==> src/rtl/mem_port_arbiter.sv <==
// Single-port memory arbiter between instruction fetch (IF) and load/store (D), with a
// fixed-latency owner-tag return path and IF flush. Optional stall counters: MEM_ARB_STATS_EN.
module mem_port_arbiter #(
    parameter int AWIDTH     = 32,
    parameter int DWIDTH     = 32,
    parameter int LATENCY    = 2,
    parameter int STARVE_MAX = 4
) (
    input  logic                  clk,
    input  logic                  rst,
    input  logic                  if_req_i,
    input  logic [AWIDTH-1:0]     if_addr_i,
    output logic                  if_gnt_o,
    output logic                  if_rvalid_o,
    output logic [DWIDTH-1:0]     if_rdata_o,
    input  logic                  flush_i,
    input  logic                  d_req_i,
    input  logic                  d_we_i,
    input  logic [AWIDTH-1:0]     d_addr_i,
    input  logic [DWIDTH-1:0]     d_wdata_i,
    input  logic [DWIDTH/8-1:0]   d_be_i,
    output logic                  d_gnt_o,
    output logic                  d_rvalid_o,
    output logic [DWIDTH-1:0]     d_rdata_o,
    output logic                  mem_req_o,
    output logic                  mem_we_o,
    output logic [AWIDTH-1:0]     mem_addr_o,
    output logic [DWIDTH-1:0]     mem_wdata_o,
    output logic [DWIDTH/8-1:0]   mem_be_o,
`ifdef MEM_ARB_STATS_EN
    output logic [31:0]           stat_if_stall_o,
    output logic [31:0]           stat_d_stall_o,
`endif
    input  logic [DWIDTH-1:0]     mem_rdata_i
);

    localparam int BEW = DWIDTH / 8;
    localparam int SCW = $clog2(STARVE_MAX + 1);
    localparam logic [SCW-1:0] STARVE_LIM = SCW'(STARVE_MAX);

    logic [SCW-1:0]     r_starve_cnt;
    logic [SCW-1:0]     w_starve_nxt;
    logic [LATENCY-1:0] r_tag_vld;
    logic [LATENCY-1:0] r_tag_if;
    logic [LATENCY-1:0] w_tag_vld_nxt;
    logic [LATENCY-1:0] w_tag_if_nxt;
    logic               w_if_cand;
    logic               w_d_cand;
    logic               w_if_gnt;
    logic               w_d_gnt;

    // Nothing is granted while reset is held; a flushed fetch never competes.
    assign w_if_cand = rst & if_req_i & ~flush_i;
    assign w_d_cand  = rst & d_req_i;
    assign w_if_gnt  = w_if_cand & (~w_d_cand | (r_starve_cnt == STARVE_LIM));
    assign w_d_gnt   = w_d_cand & ~w_if_gnt;

    assign if_gnt_o  = w_if_gnt;
    assign d_gnt_o   = w_d_gnt;

    // Memory-side request mux driven by the single winner of this cycle.
    always_comb begin
        mem_req_o   = 1'b0;
        mem_we_o    = 1'b0;
        mem_addr_o  = {AWIDTH{1'b0}};
        mem_wdata_o = {DWIDTH{1'b0}};
        mem_be_o    = {BEW{1'b0}};
        if (w_d_gnt) begin
            mem_req_o   = 1'b1;
            mem_we_o    = d_we_i;
            mem_addr_o  = d_addr_i;
            mem_wdata_o = d_wdata_i;
            mem_be_o    = d_we_i ? d_be_i : {BEW{1'b1}};
        end else if (w_if_gnt) begin
            mem_req_o   = 1'b1;
            mem_addr_o  = if_addr_i;
            mem_be_o    = {BEW{1'b1}};
        end else begin
            mem_req_o   = 1'b0;
        end
    end

    // Starvation counter: a flushed request neither ages nor resets the counter.
    always_comb begin
        w_starve_nxt = r_starve_cnt;
        if (!if_req_i || w_if_gnt) begin
            w_starve_nxt = {SCW{1'b0}};
        end else if (!flush_i && (r_starve_cnt != STARVE_LIM)) begin
            w_starve_nxt = r_starve_cnt + {{(SCW-1){1'b0}}, 1'b1};
        end else begin
            w_starve_nxt = r_starve_cnt;
        end
    end

    // Starvation counter register.
    always_ff @(posedge clk or negedge rst) begin
        if (!rst) begin
            r_starve_cnt <= {SCW{1'b0}};
        end else begin
            r_starve_cnt <= w_starve_nxt;
        end
    end

    // Tag shift: stage 0 captures read grants, flush kills IF-owned entries as they move.
    always_comb begin
        w_tag_vld_nxt    = {LATENCY{1'b0}};
        w_tag_if_nxt     = {LATENCY{1'b0}};
        w_tag_vld_nxt[0] = w_if_gnt | (w_d_gnt & ~d_we_i);
        w_tag_if_nxt[0]  = w_if_gnt;
        for (int i = 1; i < LATENCY; i++) begin
            w_tag_vld_nxt[i] = r_tag_vld[i-1] & ~(flush_i & r_tag_if[i-1]);
            w_tag_if_nxt[i]  = r_tag_if[i-1];
        end
    end

    // Tag pipeline registers.
    always_ff @(posedge clk or negedge rst) begin
        if (!rst) begin
            r_tag_vld <= {LATENCY{1'b0}};
            r_tag_if  <= {LATENCY{1'b0}};
        end else begin
            r_tag_vld <= w_tag_vld_nxt;
            r_tag_if  <= w_tag_if_nxt;
        end
    end

    assign if_rvalid_o = r_tag_vld[LATENCY-1] & r_tag_if[LATENCY-1] & ~flush_i;
    assign d_rvalid_o  = r_tag_vld[LATENCY-1] & ~r_tag_if[LATENCY-1];
    assign if_rdata_o  = mem_rdata_i;
    assign d_rdata_o   = mem_rdata_i;

`ifdef MEM_ARB_STATS_EN
    logic [31:0] r_if_stall;
    logic [31:0] r_d_stall;

    // Saturating per-requester stall counters.
    always_ff @(posedge clk or negedge rst) begin
        if (!rst) begin
            r_if_stall <= 32'd0;
            r_d_stall  <= 32'd0;
        end else begin
            if (if_req_i && !w_if_gnt && (r_if_stall != 32'hFFFF_FFFF)) begin
                r_if_stall <= r_if_stall + 32'd1;
            end
            if (d_req_i && !w_d_gnt && (r_d_stall != 32'hFFFF_FFFF)) begin
                r_d_stall <= r_d_stall + 32'd1;
            end
        end
    end

    assign stat_if_stall_o = r_if_stall;
    assign stat_d_stall_o  = r_d_stall;
`endif

endmodule

==> config.mk <==
export PLATFORM = sky130hd
export DESIGN_NAME = mem_port_arbiter
export DESIGN_NICKNAME = d
export VERILOG_FILES = /design/src/rtl/mem_port_arbiter.sv
export SDC_FILE = /design/constraint.sdc
export NUM_CORES = 1
export LEC_CHECK = 0
export CAP_MARGIN = 20
export CORE_AREA = 2 2 107 109
export CTS_BUF_LIST = sky130_fd_sc_hd__clkbuf_8
export CTS_CLUSTER_DIAMETER = 200
export DETAILED_ROUTE_END_ITERATION = 8
export DIE_AREA = 0 0 109 111
export PLACE_DENSITY_LB_ADDON = 0.3
export REMOVE_ABC_BUFFERS = 1
export SYNTH_ARGS = -nofsm -noshare
export SYNTH_HDL_FRONTEND = slang
export SYNTH_SLANG_ARGS = --single-unit
export TNS_END_PERCENT = 20
==> constraint.sdc <==
create_clock -name clk -period 1.5 [get_ports clk]
set_input_delay 0.15 -clock clk [delete_from_list [all_inputs] [get_ports clk]]
set_output_delay 0.15 -clock clk [all_outputs]
set_load 0.1 [all_outputs]
==> results.toml <==
[yosys]
synth_area_mm2 = 0.001475
synth_top_area_share_pct = 32.57
yosys.cell_count.top_type = "buf_4"
ys_seq_area_share_pct = 11.87
netlist_instances = 179
ys_warn_count = 0
synth.distinct_cells = 25
ys_ff_latch = 7
synthArstFlopShare_pct = 100.0
synthTopCellsByArea = "buf_4 33%, a22o_1 19%, and2_1 14%"
synth-edff-count = 0
yosysTopAreaCell = "buf_4"
synth_common_cells = "64 x buf_4, 33 x and2_1, 32 x a22o_1"
ys.flop_type = "dfrtp_1"
syn_area_per_cell_um2 = 8.241

[pwr]
peakVddDrop_mv = 0.2815
p_per_area_mw_per_mm2 = 518.1
leakage_nw = 1.823

[layout]
drive_above_1_share_pct = 51.13
fin_util_pct = 39.29
multi_input_area_mm2 = 0.001046
final_cell_count_no_fill = 454
fillers = 1062
areaGrowthSynthToFinish_pct = 195.0
fin_nets = 452
seq_area_um2 = 175.2
antennaDiodeCount = 0

[global_routing]
use_met2_pct = 20.12
use_met3_pct = 14.23
grt-ovfl-total = 0
grt_busiest_layer = "met2"
grtUsageMet1_pct = 16.04
grt_pass1_vias = 1967
grt_pass1_wl_mm = 12.71
antenna_found_initial = 0
track_usage_pct = 14.46
grt_max_degree = 44

[outcome]
outcome = "complete, but fails checks"
violations = "negative setup slack"

[floorplan]
rows = 39
die_area_mm2 = 0.01210
die-height_um = 111
ios = 276
initial_core_util_pct = 13.32
die_w_um = 109
core_area_mm2 = 0.01108

[clocking]
cts_buffers = 3
cts_root_buf = "clkbuf_8"
clk_pin_slew_ps = 40
cts_htree_levels = 1
ctsLongestPathBuffers = 2
cts.sinks = 7
clk_latency_ps = 220
tritoncts = "yes"

[timing]
rsz0062_at_grt = "yes"
tightest_slew_ps = 268.2
worst_slack_ps = -450.6
period_needed_ps = 1951
clock.fmax_ghz = 0.5127
skew_ps = 1.486
finalMaxSlewViolations = 0
period_share_pct = 130.0
finalSetupViolCount = 71
slew_headroom_pct = 82.12
final_hold_viol_count = 0

[critical_path]
path_cells = "inv_2 -> ha_4 -> buf_6 -> a31oi_4 -> buf_12 -> clkbuf_16 -> and2_1 -> buf_12"
crit_slowest_cell = "dfrtp_1"
critPathTopFamily = "buffers and inverters"
cpMostUsedCell = "buf_12"
critPathBufInv = 5
start_kind = "flop"
worstPathArrival_ps = 1800
path_class = "flop to output port"
crit_path_max_fanout = 11
end_kind = "output port"
max_stage_delay_ps = 350
worst_ep_required_time_ps = 1350

[routing]
drt_wl_total_mm = 9.948
drc_errors = 0
firstDrtPassIters = 4
vias = 1823
wl_per_cell_um = 21.91
drt_iter0_markers = 68
viasPerCell = 4.015
antenna_left = 0

[job]
cap_violations = 0

[place]
place.gp.congestion = 0.8275
portBuffers = 179
placedCellCount = 441
place_hpwl_mm = 8.057

[worst_hold_path]
holdCritPathClass = "primary input to asynchronous set/reset pin"
[final cells by class]
type	count	share of cell area [%]
tap	143	4.112
sequential	7	4.025
multi-input combinational	94	24.04
clock inverter	1	0.08626
timing repair buffer	203	66.53
clock buffer	3	0.9488
inverter	3	0.2588
[cells by family after synthesis]
| kind of cell | synth area share, % |
|---|---|
| compound gates | 25.28 |
| xor+xnor | 0.5938 |
| fa+ha+maj | 1.696 |
| buf+inv | 39.10 |
| flops | 11.87 |
| mux | 0.6786 |
| simple gates | 20.78 |
[final timing paths]
kind,depth (start not counted),end,slack [ps],from
min,2,r_starve_cnt[2]$_DFFE_PN0P_,270,rst
min reg2reg,0,r_tag_if[1]$_DFF_PN0_,360,r_tag_if[0]$_DFF_PN0_
min in group clk,0,if_rdata_o[16],300,mem_rdata_i[16]
max,8,mem_wdata_o[31],-450,r_starve_cnt[0]$_DFFE_PN0P_
max in group asynchronous,2,r_starve_cnt[1]$_DFFE_PN0P_,1100,rst
max reg2reg,7,r_starve_cnt[2]$_DFFE_PN0P_,110,r_starve_cnt[0]$_DFFE_PN0P_
[report_power, final]
group | total [mW] | leakage, nW | switching (mW) | internal, mW
combinational | 1.80 | 1.70 | 0.980 | 0.818
clock | 0.251 | 0.0269 | 0.0750 | 0.176
sequential | 0.205 | 0.0944 | 0.00525 | 0.200
total | 2.25 | 1.82 | 1.06 | 1.19
[sequential cells by signal, summed over array words and instances, names as in the netlist]
name          count
r_starve_cnt      3
r_tag_if          2
r_tag_vld         2
[layer usage]
layer	up-vias	wire length, µm
li1	811	-
met3	7	2015
met4	2	19
met5	-	69
met2	179	4177
met1	824	3666
[what timing repair did]
action                     in CTS  in global routing
cloned                          0                  6
setup endpoints to repair      71                 71
pin swaps                      18                 16
setup buffers                   0                  3
hold buffers                    0                  0
resized for setup              19                 47
[layout by cell type, fill, tap and decap left out]
cell type        synthesis  layout
clkdlybuf4s50_1          0     105
buf_12                   0      78
and2_4                   0      26
a22o_4                   0      22
a22o_1                  32      10
buf_4                   64      10
and2_1                  33       7
dfrtp_1                  7       7
nor2b_1                  5       5
o21bai_4                 0       4
clkbuf_16                0       4
clkbuf_8                 0       3
inv_2                    0       2
nand2_1                  2       2
inv_1                    3       2
a21oi_1                  2       2
nor3b_1                  2       2
buf_8                    0       2
buf_6                    5       2
buf_16                   0       2
nand3b_1                 1       1
a21oi_4                  0       1
nor2b_4                  1       1
a31oi_4                  1       1
o21bai_1                 5       1
a21boi_0                 1       1
and3_1                   1       1
o21a_1                   1       1
nor4bb_1                 1       1
nor4b_1                  1       1
mux2i_1                  1       1
xnor2_1                  1       1
ha_4                     0       1
ha_1                     2       1
[metrics by stage]
step	setup TNS (ps)	worst slack [ps]	power, mW	instance area, µm²	hold slack, ps
finish	-28260	-450.6	2.255	4352	269.3
global route	-32980	-510.0	2.335	4352	300.8
CTS	-31200	-490.0	2.132	3928	273.3
detailed placement	-23000	-381.3	1.842	3791	301.4
global placement	-22820	-376.1	1.836	3791	301.4
floorplan	-127800	-2014	1.039	909.6	-145.6
Note: power is estimated with default switching activity, not from simulation.
